<file path="src/rtl/param_adder_engine_if.sv">
`default_nettype none
// ============================================================================
// Module      : param_adder_engine_if
// Description : Request/response bundle for param_adder_engine.
//               Request side : en, a, b, mode  (driven by the master)
//               Response side: full, pending, out, ack, ovf, drop
//                              (driven by the engine, the slave)
// Revision    : 1.0 - initial release
// ============================================================================
interface param_adder_engine_if #(
  parameter int IN_W       = 8,
  parameter int OUT_W      = 16,
  parameter int FIFO_DEPTH = 4
) ();

  localparam int CNT_W = $clog2(FIFO_DEPTH + 1);

  // request side
  logic             en;       // request strobe, sampled every rising edge
  logic [IN_W-1:0]  a;        // operand A, unsigned
  logic [IN_W-1:0]  b;        // operand B, unsigned
  logic [1:0]       mode;     // 00 add, 01 sub, 10 mac, 11 clear acc

  // response / status side
  logic             full;     // queue holds FIFO_DEPTH entries
  logic [CNT_W-1:0] pending;  // queued requests, excluding the in-flight one
  logic [OUT_W-1:0] out;      // last completed result, held until next ack
  logic             ack;      // one-cycle completion pulse
  logic             ovf;      // overflow of last completed operation
  logic             drop;     // sticky: a request was rejected

  modport master (
    output en, a, b, mode,
    input  full, pending, out, ack, ovf, drop
  );

  modport slave (
    input  en, a, b, mode,
    output full, pending, out, ack, ovf, drop
  );

endinterface
`default_nettype wire

</file>
<file path="src/rtl/param_adder_engine.sv">
`default_nettype none
// ============================================================================
// Module      : param_adder_engine
// Description : Queued arithmetic engine. Strobed requests {a, b, mode} are
//               captured into a FIFO and executed one at a time through a
//               LATENCY-cycle compute stage. Each result is announced with a
//               one-cycle ack pulse; out/ovf hold until the next ack.
//               Modes: add, sub, multiply-accumulate, accumulator clear.
// Ports       : clk   - single clock, rising edge
//               reset - synchronous, active-high
//               bus   - param_adder_engine_if.slave (request + status)
// Revision    : 1.0 - initial release
// ============================================================================
module param_adder_engine #(
  parameter int IN_W       = 8,   // operand width, >= 2
  parameter int OUT_W      = 16,  // result/accumulator width, >= IN_W+1
  parameter int FIFO_DEPTH = 4,   // queue depth, power of two, >= 2
  parameter int LATENCY    = 2    // compute cycles per operation, >= 1
) (
  input  wire logic          clk,
  input  wire logic          reset,
  param_adder_engine_if.slave bus
);

  localparam int PTR_W   = $clog2(FIFO_DEPTH);
  localparam int CNT_W   = $clog2(FIFO_DEPTH + 1);
  localparam int LAT_W   = (LATENCY > 1) ? $clog2(LATENCY) : 1;
  localparam int ENTRY_W = 2 * IN_W + 2;

  localparam logic [1:0] MODE_ADD = 2'b00;
  localparam logic [1:0] MODE_SUB = 2'b01;
  localparam logic [1:0] MODE_MAC = 2'b10;
  localparam logic [1:0] MODE_CLR = 2'b11;

  typedef enum logic [1:0] {
    IDLE = 2'd0,
    EXEC = 2'd1,
    DONE = 2'd2
  } state_t;

  // --------------------------------------------------------------------------
  // Request FIFO
  // --------------------------------------------------------------------------
  logic [ENTRY_W-1:0] fifo_mem [FIFO_DEPTH];
  logic [PTR_W-1:0]   wr_ptr;
  logic [PTR_W-1:0]   rd_ptr;
  logic [CNT_W-1:0]   count;
  logic [CNT_W-1:0]   count_nxt;
  logic               full_q;
  logic               drop_q;

  logic               push;
  logic               reject;
  logic               pop;
  logic [ENTRY_W-1:0] head;

  // full is the registered flag from before the edge, so a request arriving
  // while full is rejected even if the FSM pops on that same edge.
  assign push   = bus.en &  ~full_q;
  assign reject = bus.en &   full_q;
  assign head   = fifo_mem[rd_ptr];

  always_comb begin
    count_nxt = count;
    case ({push, pop})
      2'b10:   count_nxt = count + 1'b1;
      2'b01:   count_nxt = count - 1'b1;
      default: count_nxt = count;
    endcase
  end

  // Storage carries no reset: an entry is only read after it was written.
  always_ff @(posedge clk) begin
    if (push) begin
      fifo_mem[wr_ptr] <= {bus.mode, bus.b, bus.a};
    end
  end

  // Pointers wrap naturally because FIFO_DEPTH is a power of two.
  always_ff @(posedge clk) begin
    if (reset) begin
      wr_ptr <= '0;
      rd_ptr <= '0;
      count  <= '0;
      full_q <= 1'b0;
      drop_q <= 1'b0;
    end else begin
      if (push) begin
        wr_ptr <= wr_ptr + 1'b1;
      end
      if (pop) begin
        rd_ptr <= rd_ptr + 1'b1;
      end
      count  <= count_nxt;
      full_q <= (count_nxt == CNT_W'(FIFO_DEPTH));
      if (reject) begin
        drop_q <= 1'b1;
      end
    end
  end

  // --------------------------------------------------------------------------
  // Control FSM
  // --------------------------------------------------------------------------
  state_t           state;
  state_t           state_nxt;
  logic [LAT_W-1:0] cnt;
  logic             finish;

  always_ff @(posedge clk) begin
    if (reset) begin
      state <= IDLE;
    end else begin
      state <= state_nxt;
    end
  end

  always_comb begin
    state_nxt = state;
    pop       = 1'b0;
    finish    = 1'b0;
    case (state)
      IDLE: begin
        if (count != '0) begin
          pop       = 1'b1;
          state_nxt = EXEC;
        end
      end
      EXEC: begin
        if (cnt == '0) begin
          finish    = 1'b1;
          state_nxt = DONE;
        end
      end
      DONE: begin
        state_nxt = IDLE;
      end
      default: begin
        state_nxt = IDLE;
      end
    endcase
  end

  // --------------------------------------------------------------------------
  // Operand registers and arithmetic
  // --------------------------------------------------------------------------
  logic [IN_W-1:0]  op_a;
  logic [IN_W-1:0]  op_b;
  logic [1:0]       op_mode;
  logic [OUT_W-1:0] acc;
  logic [OUT_W-1:0] out_q;
  logic             ovf_q;
  logic             ack_q;

  logic [OUT_W-1:0] a_ext;
  logic [OUT_W-1:0] b_ext;
  logic [OUT_W-1:0] add_res;
  logic [OUT_W-1:0] sub_res;
  logic [OUT_W-1:0] prod;
  logic [OUT_W:0]   mac_sum;

  assign a_ext   = {{(OUT_W - IN_W){1'b0}}, op_a};
  assign b_ext   = {{(OUT_W - IN_W){1'b0}}, op_b};
  assign add_res = a_ext + b_ext;
  // Two's-complement wrap gives the negative result when a < b.
  assign sub_res = a_ext - b_ext;
  assign prod    = a_ext * b_ext;
  // Extra top bit captures the carry out of the accumulator MSB.
  assign mac_sum = {1'b0, acc} + {1'b0, prod};

  always_ff @(posedge clk) begin
    if (reset) begin
      cnt     <= '0;
      op_a    <= '0;
      op_b    <= '0;
      op_mode <= MODE_ADD;
      acc     <= '0;
      out_q   <= '0;
      ovf_q   <= 1'b0;
      ack_q   <= 1'b0;
    end else begin
      ack_q <= finish;

      if (pop) begin
        {op_mode, op_b, op_a} <= head;
        cnt                   <= LAT_W'(LATENCY - 1);
      end else if ((state == EXEC) && (cnt != '0)) begin
        cnt <= cnt - 1'b1;
      end

      if (finish) begin
        case (op_mode)
          MODE_ADD: begin
            out_q <= add_res;
            ovf_q <= 1'b0;
          end
          MODE_SUB: begin
            out_q <= sub_res;
            ovf_q <= 1'b0;
          end
          MODE_MAC: begin
            acc   <= mac_sum[OUT_W-1:0];
            out_q <= mac_sum[OUT_W-1:0];
            ovf_q <= mac_sum[OUT_W];
          end
          MODE_CLR: begin
            acc   <= '0;
            out_q <= '0;
            ovf_q <= 1'b0;
          end
          default: begin
            out_q <= '0;
            ovf_q <= 1'b0;
          end
        endcase
      end
    end
  end

  // --------------------------------------------------------------------------
  // Outputs
  // --------------------------------------------------------------------------
  assign bus.full    = full_q;
  assign bus.pending = count;
  assign bus.out     = out_q;
  assign bus.ack     = ack_q;
  assign bus.ovf     = ovf_q;
  assign bus.drop    = drop_q;

endmodule
`default_nettype wire

</file>
<file path="src/flat_wrapper.sv">
// flat-port wrapper written by rule: the top's interface ports become plain ports
module param_adder_engine_flat 
#(
  parameter int IN_W       = 8,                         
  parameter int OUT_W      = 16,                                        
  parameter int FIFO_DEPTH = 4,                                     
  parameter int LATENCY    = 2                                         
)
  (clk, reset, bus_en, bus_a, bus_b, bus_mode, bus_full, bus_pending, bus_out, bus_ack, bus_ovf, bus_drop);
  param_adder_engine_if #(.IN_W(IN_W), .OUT_W(OUT_W), .FIFO_DEPTH(FIFO_DEPTH)) bus_i ();
  input  wire logic clk;
  input  wire logic reset;
  input wire logic [$bits(bus_i.en)-1:0] bus_en;
  input wire logic [$bits(bus_i.a)-1:0] bus_a;
  input wire logic [$bits(bus_i.b)-1:0] bus_b;
  input wire logic [$bits(bus_i.mode)-1:0] bus_mode;
  output wire logic [$bits(bus_i.full)-1:0] bus_full;
  output wire logic [$bits(bus_i.pending)-1:0] bus_pending;
  output wire logic [$bits(bus_i.out)-1:0] bus_out;
  output wire logic [$bits(bus_i.ack)-1:0] bus_ack;
  output wire logic [$bits(bus_i.ovf)-1:0] bus_ovf;
  output wire logic [$bits(bus_i.drop)-1:0] bus_drop;
  assign bus_i.en = bus_en;
  assign bus_i.a = bus_a;
  assign bus_i.b = bus_b;
  assign bus_i.mode = bus_mode;
  assign bus_full = bus_i.full;
  assign bus_pending = bus_i.pending;
  assign bus_out = bus_i.out;
  assign bus_ack = bus_i.ack;
  assign bus_ovf = bus_i.ovf;
  assign bus_drop = bus_i.drop;
  param_adder_engine #(.IN_W(IN_W), .OUT_W(OUT_W), .FIFO_DEPTH(FIFO_DEPTH), .LATENCY(LATENCY)) u_core (.clk(clk), .reset(reset), .bus(bus_i));
endmodule
</file>
<file path="config.mk">
export PLATFORM = sky130hd
export DESIGN_NAME = param_adder_engine_flat
export DESIGN_NICKNAME = d
export VERILOG_FILES = /design/src/rtl/param_adder_engine_if.sv /design/src/rtl/param_adder_engine.sv /design/src/flat_wrapper.sv
export SDC_FILE = /design/constraint.sdc
export NUM_CORES = 1
export LEC_CHECK = 0
export CORE_AREA = 4 4 166 168
export CTS_CLUSTER_SIZE = 8
export DETAILED_ROUTE_END_ITERATION = 6
export DIE_AREA = 0 0 170 172
export HOLD_SLACK_MARGIN = 0.08
export SYNTH_ARGS = -nofsm -noshare
export SYNTH_HDL_FRONTEND = slang
export SYNTH_SLANG_ARGS = --single-unit
</file>
<file path="constraint.sdc">
create_clock -name clk -period 4.8 [get_ports clk]
set_clock_uncertainty 0.2 [all_clocks]
set_input_delay 1.44 -clock clk [delete_from_list [all_inputs] [get_ports clk]]
set_output_delay 1.44 -clock clk [all_outputs]
set_load 0.02 [all_outputs]
</file>
==> flow_summary_export.csv <==
group,metric,value,unit
power_and_ir_drop,leakage,4.17,nW
logic_synthesis,ys.flop_type,"edfxtp_1",
die,row_count,59,
logic_synthesis,synth_area_leader_cell,"edfxtp_1",
sta,layout_min_cycle_time,4610,ps
cells_and_area,drive_gt1_share,15.0,%
logic_synthesis,synth_commonest_cells,"inv_1 (125), nand2_1 (89), edfxtp_1 (72)",
critical_path,crit_path_start_kind,"flip-flop",
logic_synthesis,ys_types,61,
sta,setup_tns,0,ps
critical_path,cpPeakStageDelay,540,ps
clock_network,cts-root-buf,"clkbuf_16",
min_path,min_to,"u_core.acc[15]",
sta,tightest_slew,1110,ps
logic_synthesis,syn_inst,792,
detailed_routing,finalWirelength,19000,um
critical_path,critPathCaptureType,"flip-flop",
critical_path,cp.arrival,4680,ps
sta,layout_setup_ws,193,ps
placed_design,place.gp.congestion,0.860,
job,maxCapViolations,0,
cells_and_area,syn2layout_area_growth,19.4,%
critical_path,reg2reg_setup_slack,190,ps
critical_path,crit_required,4870,ps
min_path,min_from,"u_core.acc[15]",
detailed_routing,vias_per_cell,4.74,
logic_synthesis,synth_seq_area_share,40.7,%
detailed_routing,antenna_left,0,
critical_path,r2r-end,"u_core.acc[14]",
cells_and_area,final_net_count,992,
detailed_routing,drt_iter0_markers,344,
grt,grt-ovfl-total,0,
critical_path,critical_path.most_common_cell,"fa_1",
sta,setup_viol,0,
power_and_ir_drop,power_density,548,nW/um^2
critical_path,slowest_stage,"fa_1",
clock_network,cts_buffers,17,
sta,rsz0062_at_grt,"false",
grt,grt_pass1_vias,5860,
die,die_y,172,um
critical_path,r2r_cells,13,
detailed_routing,avgRoutedWirePerCell,15.7,um
detailed_routing,vias,5725,
grt,antenna_found_initial,0,
logic_synthesis,synth_top_area_share,25.5,%
clock_network,path_clk_slew,70,ps
clock_network,cts.htree.levels,4,
critical_path,worst-path-buf-inv,3,
logic_synthesis,netlist_area,8470,um^2
grt,grt_pass1_wl,31100,um
sta,slew_viol_final,0,
logic_synthesis,synth_seq_cells,136,
die,coreArea,25900,um^2
clock_network,cts_tree,"yes",
logic_synthesis,synth_edf_count,72,
sta,hold_viol,0,
min_path,hp-class,"reg2reg",
power_and_ir_drop,ir_drop,0.293,mV
die,ios,44,
grt,grt_max_degree,38,
critical_path,cp_max_fo,7,
cells_and_area,fill_cells,2503,
placed_design,io_buffers,43,
die,initial_core_util,32.7,%
placed_design,dp_hpwl,14500,um
critical_path,cp_top_family,"adder cells",
sta,max_freq,217,MHz
logic_synthesis,synth.avg_cell_area,10.7,um^2
clock_network,worstSkewPairLatency,430,ps
critical_path,critPathKind,"reg2reg",
logic_synthesis,ys_top_cells_by_area,"edfxtp_1 (26%), dfxtp_1 (15%), fa_1 (13%)",
detailed_routing,drc,0,
sta,max_slew_margin,25.5,%
placed_design,place_ws,-65.2,ps
clock_network,cts_sinks,136,
min_path,min_path_cells,2,
cells_and_area,n_antenna_cell,0,
critical_path,worstPathCellList,"buf_4 -> ha_2 -> fa_1 -> fa_1 -> fa_1 -> inv_1 -> fa_1 -> inv_1 -> ha_2 -> nand4_4 -> o31ai_2 -> mux2i_1 -> o31ai_1",
die,die_area,29200,um^2
sta,finalCritPeriodShare,96.0,%
logic_synthesis,synthArstFlopShare,0,%
clock_network,max-clock-path-buffers,2,
detailed_routing,drt_pass1_iterations,5,
sta,worst_hold_slack,258,ps
clock_network,cts-hold-fix-buffers,0,
die,die_w,170,um
logic_synthesis,ys_warn_count,0,
logic_synthesis,synth_most_common_cell,"inv_1",
logic_synthesis,syn-num-nets,924,
critical_path,r2r-start,"u_core.op_a[5]",
outcome,status,"complete, no violations",
grt,grt_usage,13.5,%
layer usage:
metal  up-vias  track usage (%)  part of all wire [%]
met5         -                0                     0
met3        27             2.38                   3.0
met2        90             22.1                    48
met4         0             4.55                   2.2
li1       2790                -                     -
met1      2818             18.2                    47
layout make-up:
cell class	instances	area (um^2)	share of cell area (%)
Multi-Input combinational cell	500	4440	43.9
Sequential cell	136	3460	34.2
Timing Repair Buffer	80	703	6.95
Inverter	125	469	4.64
Clock buffer	17	425	4.21
Tap cell	335	419	4.15
Clock inverter	15	191	1.89
cells by family after synthesis:
| logic type | Yosys count | share of synthesized area (%) |
|---|---|---|
| flops | 136 | 40.7 |
| compound gates | 123 | 10.2 |
| xor+xnor | 22 | 2.28 |
| mux | 26 | 5.73 |
| buf+inv | 156 | 7.68 |
| simple gates | 218 | 12.3 |
| fa+ha+maj | 111 | 21.2 |
cell usage in the layout (no fill, tap or decap), drive strengths merged, types with 3 or more instances in the layout:
master	count
clkbuf	17
mux2i	8
inv	133
buf	38
o21bai	5
nor2	55
a211oi	13
nor3	17
nand2	90
nand2b	7
dfxtp	64
xor2	7
clkinv	7
o31ai	6
xnor2	15
a22o	8
nor2b	9
edfxtp	72
fa	54
a311oi	3
o21ai	16
nand3	7
o211ai	4
a31oi	3
a21oi	44
a21o	10
and2	23
ha	57
mux4	18
clkdlybuf4s50	42
where the power goes:
part	internal, mW	switching [mW]	total, mW
Sequential	1.47	0.257	1.73
Clock	0.711	0.611	1.32
Combinational	1.07	1.43	2.49
Total	3.25	2.30	5.54
worst register-to-register path: stages (launching register included):
cell,delay [ps]
dfxtp_2,390
buf_4,140
ha_2,210
fa_1,470
fa_1,520
fa_1,540
inv_1,60
fa_1,530
inv_1,40
ha_2,420
nand4_4,150
o31ai_2,400
mux2i_1,290
o31ai_1,100
per-stage QoR:
step / std cells / instance area, um^2 / total power [mW] / utilization (%)
after floorplan: 792 / 8470 / 3.44 / -
after global placement: 1174 / 9400 / 4.21 / 36.3
after detailed placement: 1174 / 9400 / 4.23 / 36.3
after CTS: 1206 / 10000 / 5.57 / 38.7
after global routing: 1208 / 10100 / 5.99 / 39.0
final: 1208 / 10100 / 5.54 / 39.0
state kept, by name, indices dropped and copies added, names as in the netlist:
register,count
u_core.fifo_mem,72
u_core.acc,16
u_core.bus.out,16
u_core.op_a,8
u_core.op_b,8
u_core.bus.pending,3
u_core.op_mode,2
u_core.rd_ptr,2
u_core.state,2
u_core.wr_ptr,2
u_core.bus.ack,1
u_core.bus.drop,1
u_core.bus.full,1
u_core.bus.ovf,1
u_core.cnt,1
worst max path at each step:
stage                         from                 end  slack (ps)  depth (start not counted)
global placement    u_core.op_b[4]  u_core.bus.out[14]          30                         16
detailed placement  u_core.op_b[4]      u_core.acc[14]         -70                         16
CTS                 u_core.op_b[6]  u_core.bus.out[15]           4                         15
floorplan           u_core.op_a[5]  u_core.bus.out[14]         290                         16
finish              u_core.op_a[5]      u_core.acc[14]         190                         13
global route        u_core.op_a[5]      u_core.acc[14]           5                         14
what timing repair did:
action,in CTS,in global routing
pin swaps,0,4
gates cloned,0,0
endpoints found under the setup margin,3,16
setup buffers,0,2
resized for setup,4,25
Note: power is estimated with default switching activity, not from simulation.
